`src/rtl/gamma_corr_win.sv`:
```
// Sliding-window complex correlator: accumulates r_k*conj(r_{k-N}) over a runtime window of 1..L_MAX samples.
// Optional build macro GAMMA_SAT_EN saturates gamma_* to ACC_W bits; without it gamma_* wraps.
module gamma_corr_win #(
   parameter int IN_W     = 8,
   parameter int IN_FRAC  = 6,
   parameter int ACC_W    = 14,
   parameter int ACC_FRAC = 8,
   parameter int L_MAX    = 32
) (
   input  logic                        clk,
   input  logic                        rst,
   input  logic                        clear,
   input  logic [$clog2(L_MAX):0]      win_len,
   input  logic                        in_valid,
   input  logic signed [IN_W-1:0]      r_k_real,
   input  logic signed [IN_W-1:0]      r_k_imag,
   input  logic signed [IN_W-1:0]      r_kN_real,
   input  logic signed [IN_W-1:0]      r_kN_imag,
   output logic signed [ACC_W-1:0]     gamma_real,
   output logic signed [ACC_W-1:0]     gamma_imag,
   output logic                        gamma_valid
);

   localparam int LW         = $clog2(L_MAX);
   localparam int WL_W       = LW + 1;
   localparam int PW         = 2 * IN_W;
   localparam int SW         = PW + 1;
   localparam int SUM_W      = ACC_W + LW;
   localparam int PROD_SHIFT = 2 * IN_FRAC - ACC_FRAC;

`ifdef GAMMA_SAT_EN
   localparam logic signed [SUM_W-1:0] SAT_HI = SUM_W'((64'sd1 <<< (ACC_W - 1)) - 64'sd1);
   localparam logic signed [SUM_W-1:0] SAT_LO = -SAT_HI - SUM_W'(1);
`endif

   function automatic logic [WL_W-1:0] clamp_len(input logic [WL_W-1:0] wl);
      if (wl == '0 || wl > WL_W'(L_MAX))
         return WL_W'(L_MAX);
      return wl;
   endfunction

   function automatic logic signed [ACC_W-1:0] map_out(input logic signed [SUM_W-1:0] s);
`ifdef GAMMA_SAT_EN
      if (s > SAT_HI)
         return ACC_W'(SAT_HI);
      if (s < SAT_LO)
         return ACC_W'(SAT_LO);
      return ACC_W'(s);
`else
      return ACC_W'(s);
`endif
   endfunction

   logic                     w_flush;
   logic                     r_vld_p1, r_vld_p2;
   logic signed [PW-1:0]     r_ac_p1, r_bd_p1, r_bc_p1, r_ad_p1;
   logic signed [SW-1:0]     w_re_sum, w_im_sum;
   logic signed [ACC_W-1:0]  r_prod_re_p2, r_prod_im_p2;

   logic signed [ACC_W-1:0]  r_hist_re [L_MAX];
   logic signed [ACC_W-1:0]  r_hist_im [L_MAX];
   logic [LW-1:0]            r_wr_ptr, w_rd_ptr;
   logic [WL_W-1:0]          r_fill, w_fill_nxt, r_win_len_q;
   logic                     w_full;
   logic signed [ACC_W-1:0]  w_old_re, w_old_im;
   logic signed [SUM_W-1:0]  r_sum_re, r_sum_im, w_sum_re_nxt, w_sum_im_nxt;

   assign w_flush = rst | clear;

   // Stage 1: four partial products
   always_ff @(posedge clk) begin
      if (w_flush)
         r_vld_p1 <= 1'b0;
      else
         r_vld_p1 <= in_valid;
      if (in_valid) begin
         r_ac_p1 <= PW'(r_k_real) * PW'(r_kN_real);
         r_bd_p1 <= PW'(r_k_imag) * PW'(r_kN_imag);
         r_bc_p1 <= PW'(r_k_imag) * PW'(r_kN_real);
         r_ad_p1 <= PW'(r_k_real) * PW'(r_kN_imag);
      end
   end

   // Stage 2: combine, floor-shift to ACC_FRAC, keep low ACC_W bits
   assign w_re_sum = SW'(r_ac_p1) + SW'(r_bd_p1);
   assign w_im_sum = SW'(r_bc_p1) - SW'(r_ad_p1);

   always_ff @(posedge clk) begin
      if (w_flush)
         r_vld_p2 <= 1'b0;
      else
         r_vld_p2 <= r_vld_p1;
      if (r_vld_p1) begin
         r_prod_re_p2 <= ACC_W'(w_re_sum >>> PROD_SHIFT);
         r_prod_im_p2 <= ACC_W'(w_im_sum >>> PROD_SHIFT);
      end
   end

   // Stage 3: circular history and running window sum
   assign w_rd_ptr     = r_wr_ptr - r_win_len_q[LW-1:0];
   assign w_full       = (r_fill >= r_win_len_q);
   assign w_old_re     = w_full ? r_hist_re[w_rd_ptr] : '0;
   assign w_old_im     = w_full ? r_hist_im[w_rd_ptr] : '0;
   assign w_sum_re_nxt = r_sum_re + SUM_W'(r_prod_re_p2) - SUM_W'(w_old_re);
   assign w_sum_im_nxt = r_sum_im + SUM_W'(r_prod_im_p2) - SUM_W'(w_old_im);
   assign w_fill_nxt   = w_full ? r_win_len_q : r_fill + WL_W'(1);

   always_ff @(posedge clk) begin
      if (w_flush) begin
         r_sum_re    <= '0;
         r_sum_im    <= '0;
         r_fill      <= '0;
         r_wr_ptr    <= '0;
         r_win_len_q <= clamp_len(win_len);
         gamma_real  <= '0;
         gamma_imag  <= '0;
         gamma_valid <= 1'b0;
      end else if (r_vld_p2) begin
         r_sum_re    <= w_sum_re_nxt;
         r_sum_im    <= w_sum_im_nxt;
         r_fill      <= w_fill_nxt;
         r_wr_ptr    <= r_wr_ptr + LW'(1);
         gamma_real  <= map_out(w_sum_re_nxt);
         gamma_imag  <= map_out(w_sum_im_nxt);
         gamma_valid <= (w_fill_nxt == r_win_len_q);
      end else begin
         gamma_valid <= 1'b0;
      end
   end

   // History is only wiped on rst; after clear the fill count masks stale entries
   always_ff @(posedge clk) begin
      if (rst) begin
         for (int i = 0; i < L_MAX; i++) begin
            r_hist_re[i] <= '0;
            r_hist_im[i] <= '0;
         end
      end else if (r_vld_p2 && !clear) begin
         r_hist_re[r_wr_ptr] <= r_prod_re_p2;
         r_hist_im[r_wr_ptr] <= r_prod_im_p2;
      end
   end

endmodule

```
`config.mk`:
```
export PLATFORM = sky130hd
export DESIGN_NAME = gamma_corr_win
export DESIGN_NICKNAME = d
export VERILOG_FILES = /design/src/rtl/gamma_corr_win.sv
export SDC_FILE = /design/constraint.sdc
export NUM_CORES = 2
export LEC_CHECK = 0
export ABC_AREA = 1
export CORE_ASPECT_RATIO = 0.9
export CORE_MARGIN = 2
export CORE_UTILIZATION = 59
export CTS_BUF_LIST = sky130_fd_sc_hd__clkbuf_2 sky130_fd_sc_hd__clkbuf_4 sky130_fd_sc_hd__clkbuf_8
export CTS_CLUSTER_DIAMETER = 30
export DETAILED_ROUTE_END_ITERATION = 7
export GPL_ROUTABILITY_DRIVEN = 0
export PLACE_DENSITY = 0.8
export SLEW_MARGIN = 10
export SYNTH_ARGS = -nofsm -noshare
export SYNTH_HDL_FRONTEND = slang
export SYNTH_SLANG_ARGS = --single-unit
```
`constraint.sdc`:
```
create_clock -name clk -period 4.8 [get_ports clk]
set_input_delay 0.96 -clock clk [delete_from_list [all_inputs] [get_ports clk]]
set_output_delay 0.96 -clock clk [all_outputs]
set_load 0.05 [all_outputs]
```
==> impl_metrics.env <==
export IMPL_worstSetupStartpointType="flop"
export IMPL_numPlacedInstances=7781
export IMPL_final_cells=8131
export IMPL_clkTransAtPathRegs_ns=0.06
export IMPL_worstSetupPathType="reg -> reg"
export IMPL_firstDrtPassIters=8
export IMPL_synth_edf_count=928
export IMPL_outcome="finished with violations"
export IMPL_drive_gt1_share_pct=13.8
export IMPL_globalRouteOverflowTotal=0
export IMPL_hold_buffers=0
export IMPL_max_slew_margin_rel_pct=20.4
export IMPL_drt_iter0_drc=7004
export IMPL_hold_viol_final=0
export IMPL_rows=108
export IMPL_grt_max_degree=124
export IMPL_violations="setup timing"
export IMPL_root_buffer="clkbuf_8"
export IMPL_syn_inst=6397
export IMPL_synth_seq_area_share_pct=50.4
export IMPL_clock_skew_ns=0.0525
export IMPL_worst_slew_pin_transition_ns=1.19
export IMPL_clock_path_buffers=3
export IMPL_worstPathRequired_ns=5.52
export IMPL_netlist_area_sq_mm=0.0569
export IMPL_fp_dieH_um=299
export IMPL_end_kind="flop"
export IMPL_grt_antenna_before_repair=2
export IMPL_synthMostInstantiatedCell="nand2_1"
export IMPL_wl_per_cell_um=20.4
export IMPL_finalCritPeriodShare_pct=101
export IMPL_place_ws_ns=-0.588
export IMPL_power_density_mw_per_mm2=499
export IMPL_die_area_sq_mm=0.0990
export IMPL_synth_seq_cells=970
export IMPL_core_area_sq_mm=0.0961
export IMPL_rsz0062_at_grt="true"
export IMPL_yosysWarnings=0
export IMPL_synth_fp_nets=6877
export IMPL_setup_slack_ns=-0.0434
export IMPL_yosysTopAreaCell="edfxtp_1"
export IMPL_synth_top_family_by_area="simple AND/OR/NAND/NOR gates"
export IMPL_synth_mux_area_share_pct=0
export IMPL_synth_fa_ha_area_share_pct=12.9
export IMPL_numCtsBuffers=178
export IMPL_synth_compound_area_share_pct=3.45
export IMPL_synth_async_reset_ratio_pct=0
export IMPL_period_minus_slack_ns=4.84
export IMPL_area_growth_pct=16.6
export IMPL_grt_util_all_layers_pct=32.6
export IMPL_yosys_most_used_dff="edfxtp_1"
export IMPL_timing_fmax_mhz=206
export IMPL_start_util_pct=59.2
export IMPL_cts_tree="yes"
export IMPL_fin_nets=7200
export IMPL_via_per_inst=5.78
export IMPL_power_leakage_nw=30.4
export IMPL_synthDominantCellAreaShare_pct=49.0
export IMPL_power_w=0.0332
export IMPL_drt_drc_violations_left=0
export IMPL_ir_drop_uv=295
export IMPL_grt_pass1_vias=44937
export IMPL_critical_path_arrival_ns=5.57
export IMPL_yosys_area_share_simple_pct=23.8
export IMPL_hp_class="reg -> reg"
export IMPL_clkSinkCount=970
export IMPL_fillers=6667
export IMPL_dp_hpwl_um=106000
export IMPL_port_buffers=70
export IMPL_syn_avg_cell_area_sq_um=8.90
export IMPL_io_pins=71
export IMPL_worstPathMaxFanout=8
export IMPL_vias=47036
export IMPL_setup_viol=6
export IMPL_ys_types=44
export IMPL_synth_area_leaders="edfxtp_1 (49%), nand2_1 (10%), fa_1 (8.7%)"
export IMPL_slew_viol_final=0
export IMPL_grt_pass1_wl_um=249000
export IMPL_ant_nets=0
export IMPL_synth_commonest_cells="nand2_1 (1591), nor2_1 (1128), edfxtp_1 (928)"
export IMPL_maxCapViolations=0
export IMPL_wirelength_um=166000
export IMPL_fp_dieW_um=331
export IMPL_synth_xor_area_share_pct=1.57
export IMPL_cts_max_level=4
export IMPL_clkLatencyLatePin_ns=0.86
-- final cells by class --
cell class | instances | area [sq um] | share of cell area (%)
inverter | 762 | 2880 | 4.34
clock buffer | 219 | 2810 | 4.24
sequential | 970 | 28700 | 43.2
timing repair buffer | 531 | 4850 | 7.30
multi-input combinational | 4277 | 24500 | 36.9
clock inverter | 106 | 1080 | 1.63
antenna | 1 | 2.50 | 0.00377
tap | 1265 | 1580 | 2.38
-- kinds of logic (layout without fill, tap and decap cells) --
| logic type | Yosys count | in the layout |
|---|---|---|
| simple gates | 3370 | 3370 |
| buf+inv | 1150 | 1618 |
| flops | 970 | 970 |
| fa+ha+maj | 438 | 438 |
| compound gates | 373 | 373 |
| xor+xnor | 96 | 96 |
| other cells | 0 | 1 |
-- state kept, by name, indices dropped and copies added, names as in the netlist, 13 cells and up --
signal and cells:
r_prod_im_p2 13, r_hist_re 416, gamma_imag 13, r_bc_p1 16
r_bd_p1 16, r_hist_im 416, r_ad_p1 16, r_prod_re_p2 13
r_ac_p1 16, gamma_real 13
-- what timing repair did --
item / 4_1_cts / 5_1_grt
pin swaps: 0 / 32
resized for setup: 1 / 196
cloned: 0 / 8
buffers inserted: 0 / 16
endpoints found under the setup margin: 1 / 22
-- per-layer routing --
layer | track usage (%) | vias up | share of wire [%]
met5 | 0 | - | 0.0078
met4 | 19.2 | 2 | 6.5
met3 | 7.27 | 657 | 13
met2 | 51.9 | 3351 | 46
met1 | 41.3 | 21951 | 34
li1 | - | 21075 | -
-- critical path, stage by stage (launching register included) --
cell and delay, ns:
edfxtp_1 0.49, ha_4 0.22, fa_4 0.96, buf_4 0.17, buf_12 0.14, buf_6 0.17, buf_4 0.14, nand3_1 0.08
nand2_1 0.07, nand2_1 0.10, nand3_1 0.14, nand3_2 0.14, nand3_2 0.20, fa_1 0.44, ha_2 0.40, nand2_1 0.11
o21ai_0 0.25, nand2_1 0.10, nand3_1 0.10, nor2_1 0.07, o21ai_2 0.15, inv_1 0.05
-- final timing paths --
check                 start        endpoint  slack, ns  depth (start not counted)
max          r_win_len_q[0]  gamma_imag[10]      -0.04                         21
min           gamma_real[0]   gamma_real[0]       0.50                          2
max reg2reg  r_win_len_q[0]  gamma_imag[10]      -0.04                         21
min reg2reg   gamma_real[0]   gamma_real[0]       0.50                          2
-- placed cells by master, fill, tap and decap left out, drive strengths merged --
master	netlist	routed
a2111oi	1	1
a211oi	1	1
a21boi	2	2
a21o	4	4
a21oi	172	172
a31oi	6	6
buf	105	456
bufinv	0	18
clkbuf	283	225
clkdlybuf4s50	0	69
clkinv	1	70
clkinvlp	0	14
dfxtp	42	42
diode	0	1
edfxtp	928	928
fa	247	247
ha	191	191
inv	761	766
nand2	1618	1618
nand3	554	554
nand3b	8	8
nand4	12	12
nor2	1133	1133
nor3	42	42
nor4	1	1
o2111ai	2	2
o211ai	11	11
o21a	2	2
o21ai	162	162
o21bai	3	3
o221ai	1	1
o31ai	6	6
or2	2	2
xnor2	42	42
xor2	54	54
-- metrics by stage --
step | utilization (%) | cell area, sq um | TNS, ns | hold slack [ns]
after global routing | 69.1 | 66400 | -1.42 | 0.516
after CTS | 68.0 | 65300 | 0 | 0.502
final | 69.1 | 66400 | -0.114 | 0.500
after global placement | 63.9 | 61400 | -12.81 | 0.488
after floorplan | - | 56900 | -0.0360 | 0.497
after detailed placement | 63.9 | 61400 | -15.48 | 0.494
-- report_power, final --
part / switching [W] / internal, W / total (W)
logic: 0.00883 / 0.00535 / 0.0142
registers: 0.000218 / 0.0102 / 0.0104
clock network: 0.00367 / 0.00490 / 0.00857
total: 0.0127 / 0.0204 / 0.0332
No activity file was read; power rests on OpenSTA's default activity.
